File: src/rtl/fetch_ctrl_pkg.sv
// -----------------------------------------------------------------------------
// fetch_ctrl_pkg
// Shared types and constants for the fetch/hazard controller.
//   state_t            : controller FSM states (BOOT, RUN, LDBUB, REDIR)
//   FWD_RF/FWD_WB/FWD_MEM : ALU operand-select codes driven on ForwardAE/BE
// -----------------------------------------------------------------------------
package fetch_ctrl_pkg;

   typedef enum logic [1:0] {
      BOOT  = 2'd0,   // first cycle after reset, IMem output not valid yet
      RUN   = 2'd1,   // normal operation
      LDBUB = 2'd2,   // cycle after a load-use stall, bubble moving to Execute
      REDIR = 2'd3    // cycle after a redirect, IMem still returning old PC
   } state_t;

   localparam logic [1:0] FWD_RF  = 2'b00;
   localparam logic [1:0] FWD_WB  = 2'b01;
   localparam logic [1:0] FWD_MEM = 2'b10;

endpackage

File: src/rtl/fetch_ctrl_fwd_sel.sv
// -----------------------------------------------------------------------------
// fwd_sel
// Per-operand register compare: one instance per ALU source operand.
//   rs_d          : source register of the Decode instruction (hazard check)
//   rs_e          : source register of the Execute instruction (forwarding)
//   rd_e/rd_m/rd_w: destination registers in Execute/Memory/Writeback
//   reg_write_*   : destination-write enables for those stages
//   hit_e, hit_m  : rs_d matches the Execute / Memory destination
//   fwd           : operand select, Memory result preferred over Writeback
// A match needs the stage's write enable and a non-zero destination; R0 is
// hard-wired and never produces a hazard or a forward.
// -----------------------------------------------------------------------------
module fwd_sel
   import fetch_ctrl_pkg::*;
#(
   parameter int REG_AW = 4
) (
   input  logic [REG_AW-1:0] rs_d,
   input  logic [REG_AW-1:0] rs_e,
   input  logic [REG_AW-1:0] rd_e,
   input  logic [REG_AW-1:0] rd_m,
   input  logic [REG_AW-1:0] rd_w,
   input  logic              reg_write_e,
   input  logic              reg_write_m,
   input  logic              reg_write_w,
   output logic              hit_e,
   output logic              hit_m,
   output logic [1:0]        fwd
);

   logic fwd_hit_m;
   logic fwd_hit_w;

   assign hit_e     = reg_write_e && (rd_e != '0) && (rd_e == rs_d);
   assign hit_m     = reg_write_m && (rd_m != '0) && (rd_m == rs_d);
   assign fwd_hit_m = reg_write_m && (rd_m != '0) && (rd_m == rs_e);
   assign fwd_hit_w = reg_write_w && (rd_w != '0) && (rd_w == rs_e);

   always_comb begin
      if (fwd_hit_m)      fwd = FWD_MEM;   // youngest result wins
      else if (fwd_hit_w) fwd = FWD_WB;
      else                fwd = FWD_RF;
   end

endmodule

File: src/rtl/fetch_ctrl.sv
// -----------------------------------------------------------------------------
// fetch_ctrl
// Pipeline hazard and fetch controller for a 5-stage in-order core.
//   clk, rst            : clock; asynchronous active-low reset
//   Rs1D/Rs2D, Rs1E/Rs2E: source registers in Decode / Execute
//   RdE/RdM/RdW         : destination registers in Execute/Memory/Writeback
//   RegWriteE/M/W       : destination-write enables per stage
//   MemReadE            : Execute instruction is a load
//   PCSrcE              : taken branch / jump resolved in Execute
//   StallF/StallD       : hold PC / hold IF/ID
//   FlushD/FlushE       : bubble IF/ID / bubble ID/EX
//   ForwardAE/ForwardBE : ALU operand select (00 RF, 10 Memory, 01 Writeback)
//   stall_cnt/flush_cnt : saturating statistics (stall cycles / redirects)
// Build option FETCH_CTRL_FORWARD_EN:
//   defined   - forwarding active, only a load-use hazard stalls (then LDBUB).
//   undefined - forwarding tied to 00, any Decode RAW on Execute or Memory
//               stalls for as long as it persists; LDBUB is never entered.
// Control outputs are combinational from state and inputs; counters update on
// the following clock edge.
// -----------------------------------------------------------------------------
module fetch_ctrl
   import fetch_ctrl_pkg::*;
#(
   parameter int REG_AW = 4,
   parameter int STAT_W = 16
) (
   input  logic              clk,
   input  logic              rst,
   input  logic [REG_AW-1:0] Rs1D,
   input  logic [REG_AW-1:0] Rs2D,
   input  logic [REG_AW-1:0] Rs1E,
   input  logic [REG_AW-1:0] Rs2E,
   input  logic [REG_AW-1:0] RdE,
   input  logic [REG_AW-1:0] RdM,
   input  logic [REG_AW-1:0] RdW,
   input  logic              RegWriteE,
   input  logic              RegWriteM,
   input  logic              RegWriteW,
   input  logic              MemReadE,
   input  logic              PCSrcE,
   output logic              StallF,
   output logic              StallD,
   output logic              FlushD,
   output logic              FlushE,
   output logic [1:0]        ForwardAE,
   output logic [1:0]        ForwardBE,
   output logic [STAT_W-1:0] stall_cnt,
   output logic [STAT_W-1:0] flush_cnt
);

   localparam logic [STAT_W-1:0] CNT_ONE = {{(STAT_W-1){1'b0}}, 1'b1};

   state_t     state;
   state_t     state_nxt;
   logic       hit_e_a, hit_m_a, hit_e_b, hit_m_b;
   logic [1:0] fwd_a, fwd_b;
   logic       stall_req;

   fwd_sel #(.REG_AW(REG_AW)) u_fwd_a (
      .rs_d        (Rs1D),
      .rs_e        (Rs1E),
      .rd_e        (RdE),
      .rd_m        (RdM),
      .rd_w        (RdW),
      .reg_write_e (RegWriteE),
      .reg_write_m (RegWriteM),
      .reg_write_w (RegWriteW),
      .hit_e       (hit_e_a),
      .hit_m       (hit_m_a),
      .fwd         (fwd_a)
   );

   fwd_sel #(.REG_AW(REG_AW)) u_fwd_b (
      .rs_d        (Rs2D),
      .rs_e        (Rs2E),
      .rd_e        (RdE),
      .rd_m        (RdM),
      .rd_w        (RdW),
      .reg_write_e (RegWriteE),
      .reg_write_m (RegWriteM),
      .reg_write_w (RegWriteW),
      .hit_e       (hit_e_b),
      .hit_m       (hit_m_b),
      .fwd         (fwd_b)
   );

`ifdef FETCH_CTRL_FORWARD_EN
   // Only a load in Execute cannot be forwarded in time; one bubble clears it.
   localparam state_t STALL_NEXT = LDBUB;
   logic unused_hit_m;

   assign stall_req    = MemReadE && (hit_e_a || hit_e_b);
   assign ForwardAE    = rst ? fwd_a : FWD_RF;
   assign ForwardBE    = rst ? fwd_b : FWD_RF;
   assign unused_hit_m = hit_m_a ^ hit_m_b;
`else
   // Without forwarding, hold Decode until the producer reaches Writeback;
   // the register file writes in the first half-cycle so Writeback is safe.
   localparam state_t STALL_NEXT = RUN;
   logic unused_fwd;

   assign stall_req  = hit_e_a || hit_e_b || hit_m_a || hit_m_b;
   assign ForwardAE  = FWD_RF;
   assign ForwardBE  = FWD_RF;
   assign unused_fwd = ^{fwd_a, fwd_b, MemReadE};
`endif

   // NOTE: every output of a combinational block gets a default before the
   // case statement, so no path can leave one unassigned and infer a latch.
   always_comb begin
      state_nxt = state;
      StallF    = 1'b0;
      StallD    = 1'b0;
      FlushD    = 1'b0;
      FlushE    = 1'b0;
      if (!rst) begin
         FlushD = 1'b1;                       // reset overrides the FSM
      end else begin
         unique case (state)
            BOOT: begin
               FlushD    = 1'b1;
               state_nxt = RUN;
            end
            RUN, LDBUB: begin
               state_nxt = RUN;
               if (PCSrcE) begin              // redirect beats any stall
                  FlushD    = 1'b1;
                  FlushE    = 1'b1;
                  state_nxt = REDIR;
               end else if (stall_req && state == RUN) begin
                  StallF    = 1'b1;
                  StallD    = 1'b1;
                  FlushE    = 1'b1;
                  state_nxt = STALL_NEXT;
               end
            end
            REDIR: begin
               FlushD    = 1'b1;
               FlushE    = PCSrcE;
               state_nxt = PCSrcE ? REDIR : RUN;
            end
            default: begin
               FlushD    = 1'b1;
               state_nxt = BOOT;
            end
         endcase
      end
   end

   // NOTE: clocked state uses non-blocking assignments so every register
   // samples pre-edge values regardless of statement order.
   always_ff @(posedge clk or negedge rst) begin
      if (!rst) begin
         state     <= BOOT;
         stall_cnt <= '0;
         flush_cnt <= '0;
      end else begin
         state <= state_nxt;
         if (StallD && (stall_cnt != '1)) stall_cnt <= stall_cnt + CNT_ONE;
         if (PCSrcE && (flush_cnt != '1)) flush_cnt <= flush_cnt + CNT_ONE;
      end
   end

endmodule

File: config.mk
export PLATFORM = sky130hd
export DESIGN_NAME = fetch_ctrl
export DESIGN_NICKNAME = d
export VERILOG_FILES = /design/src/rtl/fetch_ctrl_pkg.sv /design/src/rtl/fetch_ctrl_fwd_sel.sv /design/src/rtl/fetch_ctrl.sv
export SDC_FILE = /design/constraint.sdc
export NUM_CORES = 1
export LEC_CHECK = 0
export BUFFER_PORTS_ARGS = -buffer_cell sky130_fd_sc_hd__buf_2
export CELL_PAD_IN_SITES_DETAIL_PLACEMENT = 2
export CELL_PAD_IN_SITES_GLOBAL_PLACEMENT = 2
export CORE_MARGIN = 10
export CORE_UTILIZATION = 30
export CTS_CLUSTER_DIAMETER = 200
export DETAILED_ROUTE_END_ITERATION = 7
export GPL_ROUTABILITY_DRIVEN = 0
export GPL_TIMING_DRIVEN = 1
export PLACE_DENSITY = 0.79
export REMOVE_ABC_BUFFERS = 1
export SKIP_CTS_REPAIR_TIMING = 1
export SYNTH_ARGS = -nofsm -noshare
export SYNTH_HDL_FRONTEND = slang
export SYNTH_SLANG_ARGS = --single-unit
File: constraint.sdc
create_clock -name clk -period 2 [get_ports clk]
set_clock_uncertainty 0.05 [all_clocks]
set_input_delay 0.4 -clock clk [delete_from_list [all_inputs] [get_ports clk]]
set_output_delay 0.4 -clock clk [all_outputs]
set_load 0.02 [all_outputs]
## After elaboration in Yosys (flattened, before gate mapping)

Index checks and enable logic that the tools add are counted.

| cells by class | value |
|---|---|
| add/sub/neg operators | 2 |
| equality and inequality tests | 9 |
| muxes and demuxes | 12 |
| reduce and logical (&&, ||, !) cells | 18 |

Operators by type and width:

| operator | number |
|---|---|
| 16-bit by 1-bit adder with 16-bit output (second input constant) | 2 |
| 16-bit inequality test (second input constant) | 2 |
| 4-bit equality test | 4 |
| 1-bit logical AND | 9 |
| 1-bit 2-to-1 mux | 8 |
| 4-bit nonzero test | 2 |
| 2-bit equality test (second input constant) | 2 |
| 1-bit one-hot mux with 2 select lines | 2 |
| 2-bit one-hot mux with 2 select lines | 1 |
| 2-bit OR reduction | 2 |
| 1-bit logical OR | 3 |
| 3-bit OR reduction | 1 |
| 2-bit by 1-bit equality test with 1-bit output (second input constant) | 1 |
| 2-bit logical NOT | 1 |
| 2-bit 2-to-1 mux | 1 |

| storage, ports and cells | value |
|---|---|
| register bits | 34 |
| input bits | 35 |
| output and inout bits | 40 |
| word-level logic and storage cells | 44 |

## Logic depth before layout (Yosys ltp)

| logic depth | value |
|---|---|
| depth after elaboration | 12 |
| depth in mapped cells | 8 |

## Cells and area by module

From an unflattened synthesis, not the netlist that was laid out.

| second synthesis, totals | value |
|---|---|
| cells, all modules | 229 |
| area total of the unflattened synthesis | 2,317.2 um2 |

By module, submodules not included:

| module | instances | cells each | area an instance (um2) | sequential area each (um2) |
|---|---|---|---|---|
| fetch_ctrl | 1 | 165 | 1,826.8 | 850.8 |
| fwd_sel | 2 | 32 | 245.2 | 0.0 |

## Worst setup path before layout

OpenSTA, ideal clock, no wires.

| timing path | value |
|---|---|
| path kind | input-to-output |
| start | input port RdE[2] |
| end | output port FlushE |
| data arrival time | 1.784 ns |
| path slack | -0.234 ns |
| stages on the path | 6 |
| buffers on the path | 0 |
| cells stage by stage | xnor2_1 > nand4_1 > a21oi_1 > o21ai_0 > nor2b_1 > nor4b_1 |

| on the way | value |
|---|---|
| cells in the longest elaborated chain, start to end | 11 |
| elaborated cells on any way between the ends | 14 |
| classes of those cells | 2 x eq/ne; 4 x mux; 8 x reduce/logical |

Ends and longest elaborated chain:

| what | RTL line | source |
|---|---|---|
| start: declaration | fetch_ctrl.sv:33 | `input logic [REG_AW-1:0] RdE,` |
| 4-bit nonzero test | fetch_ctrl_fwd_sel.sv:34 | `assign hit_e = reg_write_e && (rd_e != '0) && (rd_e == rs_d);` |
| 1-bit logical AND (2 in series) | fetch_ctrl_fwd_sel.sv:34 |  |
| 1-bit logical OR (*) (3 in series) | fetch_ctrl.sv:102 | `assign stall_req = hit_e_a \|\| hit_e_b \|\| hit_m_a \|\| hit_m_b;` |
| 1-bit logical AND (*) | fetch_ctrl.sv:130 | `end else if (stall_req && state == RUN) begin` |
| 1-bit 2-to-1 mux (*) | fetch_ctrl.sv:130 |  |
| 1-bit 2-to-1 mux (*) | fetch_ctrl.sv:126 | `if (PCSrcE) begin` |
| 1-bit one-hot mux with 2 select lines (*) | fetch_ctrl.sv:119 | `unique case (state)` |
| 1-bit 2-to-1 mux (*) | fetch_ctrl.sv:116 | `if (!rst) begin` |
| end: declaration | fetch_ctrl.sv:44 | `output logic FlushE,` |

Every way passes the cells marked *; elsewhere a longest branch is shown, timed or not.

## Worst setup path after layout

| timing path | value |
|---|---|
| start | input port Rs2D[2] |
| end | output port FlushE |

| on the way | value |
|---|---|
| cells in the longest elaborated chain, start to end | 10 |
| elaborated cells on any way between the ends | 12 |
| classes of those cells | 2 x eq/ne; 4 x mux; 6 x reduce/logical |

Ends and longest elaborated chain:

| what | RTL line | source |
|---|---|---|
| start: declaration | fetch_ctrl.sv:30 | `input logic [REG_AW-1:0] Rs2D,` |
| 4-bit equality test | fetch_ctrl_fwd_sel.sv:34 |  |
| 1-bit logical AND | fetch_ctrl_fwd_sel.sv:34 |  |
| 1-bit logical OR (2 in series) | fetch_ctrl.sv:102 |  |
| 1-bit logical OR (*) | fetch_ctrl.sv:102 |  |
| 1-bit logical AND (*) | fetch_ctrl.sv:130 |  |
| 1-bit 2-to-1 mux (*) | fetch_ctrl.sv:130 |  |
| 1-bit 2-to-1 mux (*) | fetch_ctrl.sv:126 |  |
| 1-bit one-hot mux with 2 select lines (*) | fetch_ctrl.sv:119 |  |
| 1-bit 2-to-1 mux (*) | fetch_ctrl.sv:116 |  |

Marks and branches as above.

==> impl_metrics.json <==
{
  "min-delay-path-class": "input port to asynchronous set/reset pin",
  "grt_antenna_before_repair": 0,
  "ys_seq_area_share_pct": 42.2,
  "first_pass_iteration_count_of_the_detailed_router": 4,
  "hold_viol_final": 0,
  "clockPowerShare_pct": 26.2,
  "floorplan.die_area_sq_mm": 0.0104,
  "internal-power_uw": 1360,
  "ys_top_cells_by_count": "dfrtp_1, xnor2_1, nand2_1, xor2_1, nand3_1",
  "fp.dieW_um": 102,
  "avgRoutedWirePerCell_um": 23.4,
  "num_rows": 29,
  "post-place-ws_ps": -308,
  "cp-end-kind": "primary output",
  "synth_edf_count": 0,
  "drive_gt1_share_pct": 54.2,
  "drc": 0,
  "floorplan.io_pins": 75,
  "fill_cells": 673,
  "synthesized_instance_count": 186,
  "clockRootBuffer": "clkbuf_8",
  "synth_top_flop_cell": "dfrtp_1",
  "timing.critical_path.from": "Rs2D[2]",
  "critical-path-slowest-cell": "nor4b_4",
  "switching_share_pct": 36.4,
  "grt_pass1_wl_um": 10400,
  "synthDominantAreaCellType": "dfrtp_1",
  "utilization_pct": 49.5,
  "final_slew_violations": 0,
  "drt-total-wl_um": 8440,
  "switching_power_uw": 776,
  "dp_hpwl_um": 5080,
  "ys_ff_latch": 34,
  "setup_repair_after_global_routing_missed_its_margin": "true",
  "post-synth-top-count-cell": "dfrtp_1",
  "leakagePower_uw": 0.00149,
  "die-height_um": 102,
  "crit_path_max_fanout": 2,
  "ant_nets": 0,
  "setup.worst_path.end": "FlushE",
  "clk-insertion-delay-late_ps": 290,
  "pwr-share-comb_pct": 33.0,
  "fmaxAchievable_ghz": 0.446,
  "worst_path_largest_cell_delay_ps": 270,
  "peakVddDrop_v": 0.000601,
  "ys_top_cells_by_area": "dfrtp_1, xnor2_1, xor2_1, nand3_1, nor4_4",
  "number_of_global_route_vias_before_repair": 2028,
  "p_seq_share_pct": 40.8,
  "r2r_cells": 8,
  "synth_largest_type_area_fraction_pct": 42.2,
  "core_sq_mm": 0.00642,
  "grt_remaining_overflow": 0,
  "route.detailed.vias_per_inst": 5.05,
  "vias": 1823,
  "flow.area_growth_from_synthesis_pct": 57.7,
  "final.hold.worst_slack_ps": 303,
  "cts_max_level": 2,
  "grt_util_all_layers_pct": 12.5,
  "worst-setup-path-type": "input port to primary output",
  "finish.net_count": 323,
  "portBuffers": 56,
  "synth.distinct_cells": 39,
  "syn_warnings": 0,
  "antenna_cells_inserted": 0,
  "async_reset_ff_share_pct": 100,
  "count_of_final_setup_violators": 19,
  "cts.path.max_buffers": 2,
  "clk_pin_slew_ps": 70,
  "post_synth.cell_area_avg_sq_um": 10.8,
  "crit_path_cell_trace": "buf_2, xnor2_1, nand4_1, a21oi_2, o21ai_2, nor2b_4, nor4b_4, buf_4",
  "final_min_period_over_clock_period_pct": 112,
  "critical_path.reg2reg.endpoint": "stall_cnt[8]",
  "run_status": "complete, but fails checks",
  "worst-endpoint-required_ps": 1550,
  "pin_count_of_the_biggest_net_entering_global_routing": 38,
  "post_synthesis_instance_area_sq_mm": 0.00201,
  "tritoncts": "done",
  "cap_viol_max_count": 0,
  "regToRegSetupSlack_ps": -210,
  "failed_checks": "negative setup slack",
  "cp-start-kind": "input port",
  "cts_buffers": 5,
  "worst_ep_arrival_time_ps": 1790,
  "detailedRoute.firstIterationViolations": 21,
  "setup_ws_ps": -244,
  "worstReg2RegStart": "state[1]",
  "finalCriticalPeriod_ps": 2240,
  "cellPowerDensity_mw_per_mm2": 671,
  "initial_utilization_pct": 31.4,
  "tritoncts_sink_count": 34
}
-- kinds of logic after synthesis --
group	share of synthesized area [%]
muxes	1.68
other	0.186
DFF	42.2
and+or+nand+nor	25.8
adders and majority gates	3.11
xor gates and xnor gates	19.6
AOI/OAI and AO/OA	3.91
buffers and inverters	3.54
-- per-layer routing --
metal / vias to the layer above / global-route usage, % / wire [um]
met5: - / 0 / 0
met4: 0 / 1.95 / 81
met3: 6 / 3.64 / 370
met2: 42 / 23.6 / 4770
met1: 936 / 13.7 / 3220
li1: 839 / - / -
-- power groups by stage --
| stage | logic, uW | registers, uW | clock network [uW] |
|---|---|---|---|
| floorplan | 198 | 981 | 0 |
| global placement | 569 | 868 | 0 |
| detailed placement | 600 | 877 | 0 |
| CTS | 605 | 866 | 569 |
| global route | 756 | 882 | 606 |
| finish | 703 | 870 | 559 |
-- state kept, by name, summed over array words and instances, names as in the netlist --
signal     cells
state          2
stall_cnt     16
flush_cnt     16
-- through the flow --
| step | power, uW | instance area (sq um) | TNS [ps] | cells |
|---|---|---|---|---|
| after floorplan | 1180 | 1970 | -736 | 182 |
| after detailed placement | 1480 | 2570 | -4410 | 344 |
| after CTS | 2040 | 2670 | -1850 | 352 |
| final | 2130 | 3180 | -2040 | 361 |
| after global placement | 1440 | 2570 | -2020 | 344 |
| after global routing | 2240 | 3180 | -4060 | 361 |
-- placed cells by master (no fill, tap or decap), drive strengths merged --
cell / instances
nor3b: 1
buf: 94
and4: 4
clkbuf: 6
xnor2: 29
clkinvlp: 1
dfrtp: 34
or3: 2
clkinv: 1
and2: 3
or2: 1
o22ai: 1
nor2b: 1
mux2: 3
nand3: 13
ha: 5
conb: 4
o41ai: 2
nor2: 7
nand2: 16
nand3b: 1
nor4b: 3
nand2b: 1
a21oi: 4
nor3: 5
nor4: 6
a211oi: 2
nand4b: 1
nand4: 8
xor2: 16
and3: 4
a2111oi: 1
inv: 3
o21ai: 1
-- critical path: cells and delay by family --
family / cells / cell delay [ps]
XOR/XNOR: 1 / 200
buffers and inverters: 2 / 300
AO/OA/AOI/OAI: 2 / 290
AND/OR/NAND/NOR: 3 / 580
-- area by class of cell --
type / count / area [sq um] / share of cell area [%]
multi-input cells: 145 / 1430 / 45.0
flip-flops and latches: 34 / 851 / 26.8
repair buffers: 94 / 694 / 21.9
well taps: 77 / 96.3 / 3.03
clock buffers: 6 / 82.6 / 2.60
clock inverters: 2 / 12.5 / 0.394
inverters: 3 / 11.3 / 0.354
-- worst min path at each step --
stage	start	end	slack [ps]	cells after the start
CTS	rst	flush_cnt[15]	280	3
floorplan	rst	flush_cnt[0]	50	0
detailed placement	stall_cnt[11]	stall_cnt[11]	430	1
global placement	stall_cnt[6]	stall_cnt[6]	430	1
finish	rst	flush_cnt[0]	300	3
global route	rst	flush_cnt[15]	330	3
Note: power is estimated with default switching activity, not from simulation.
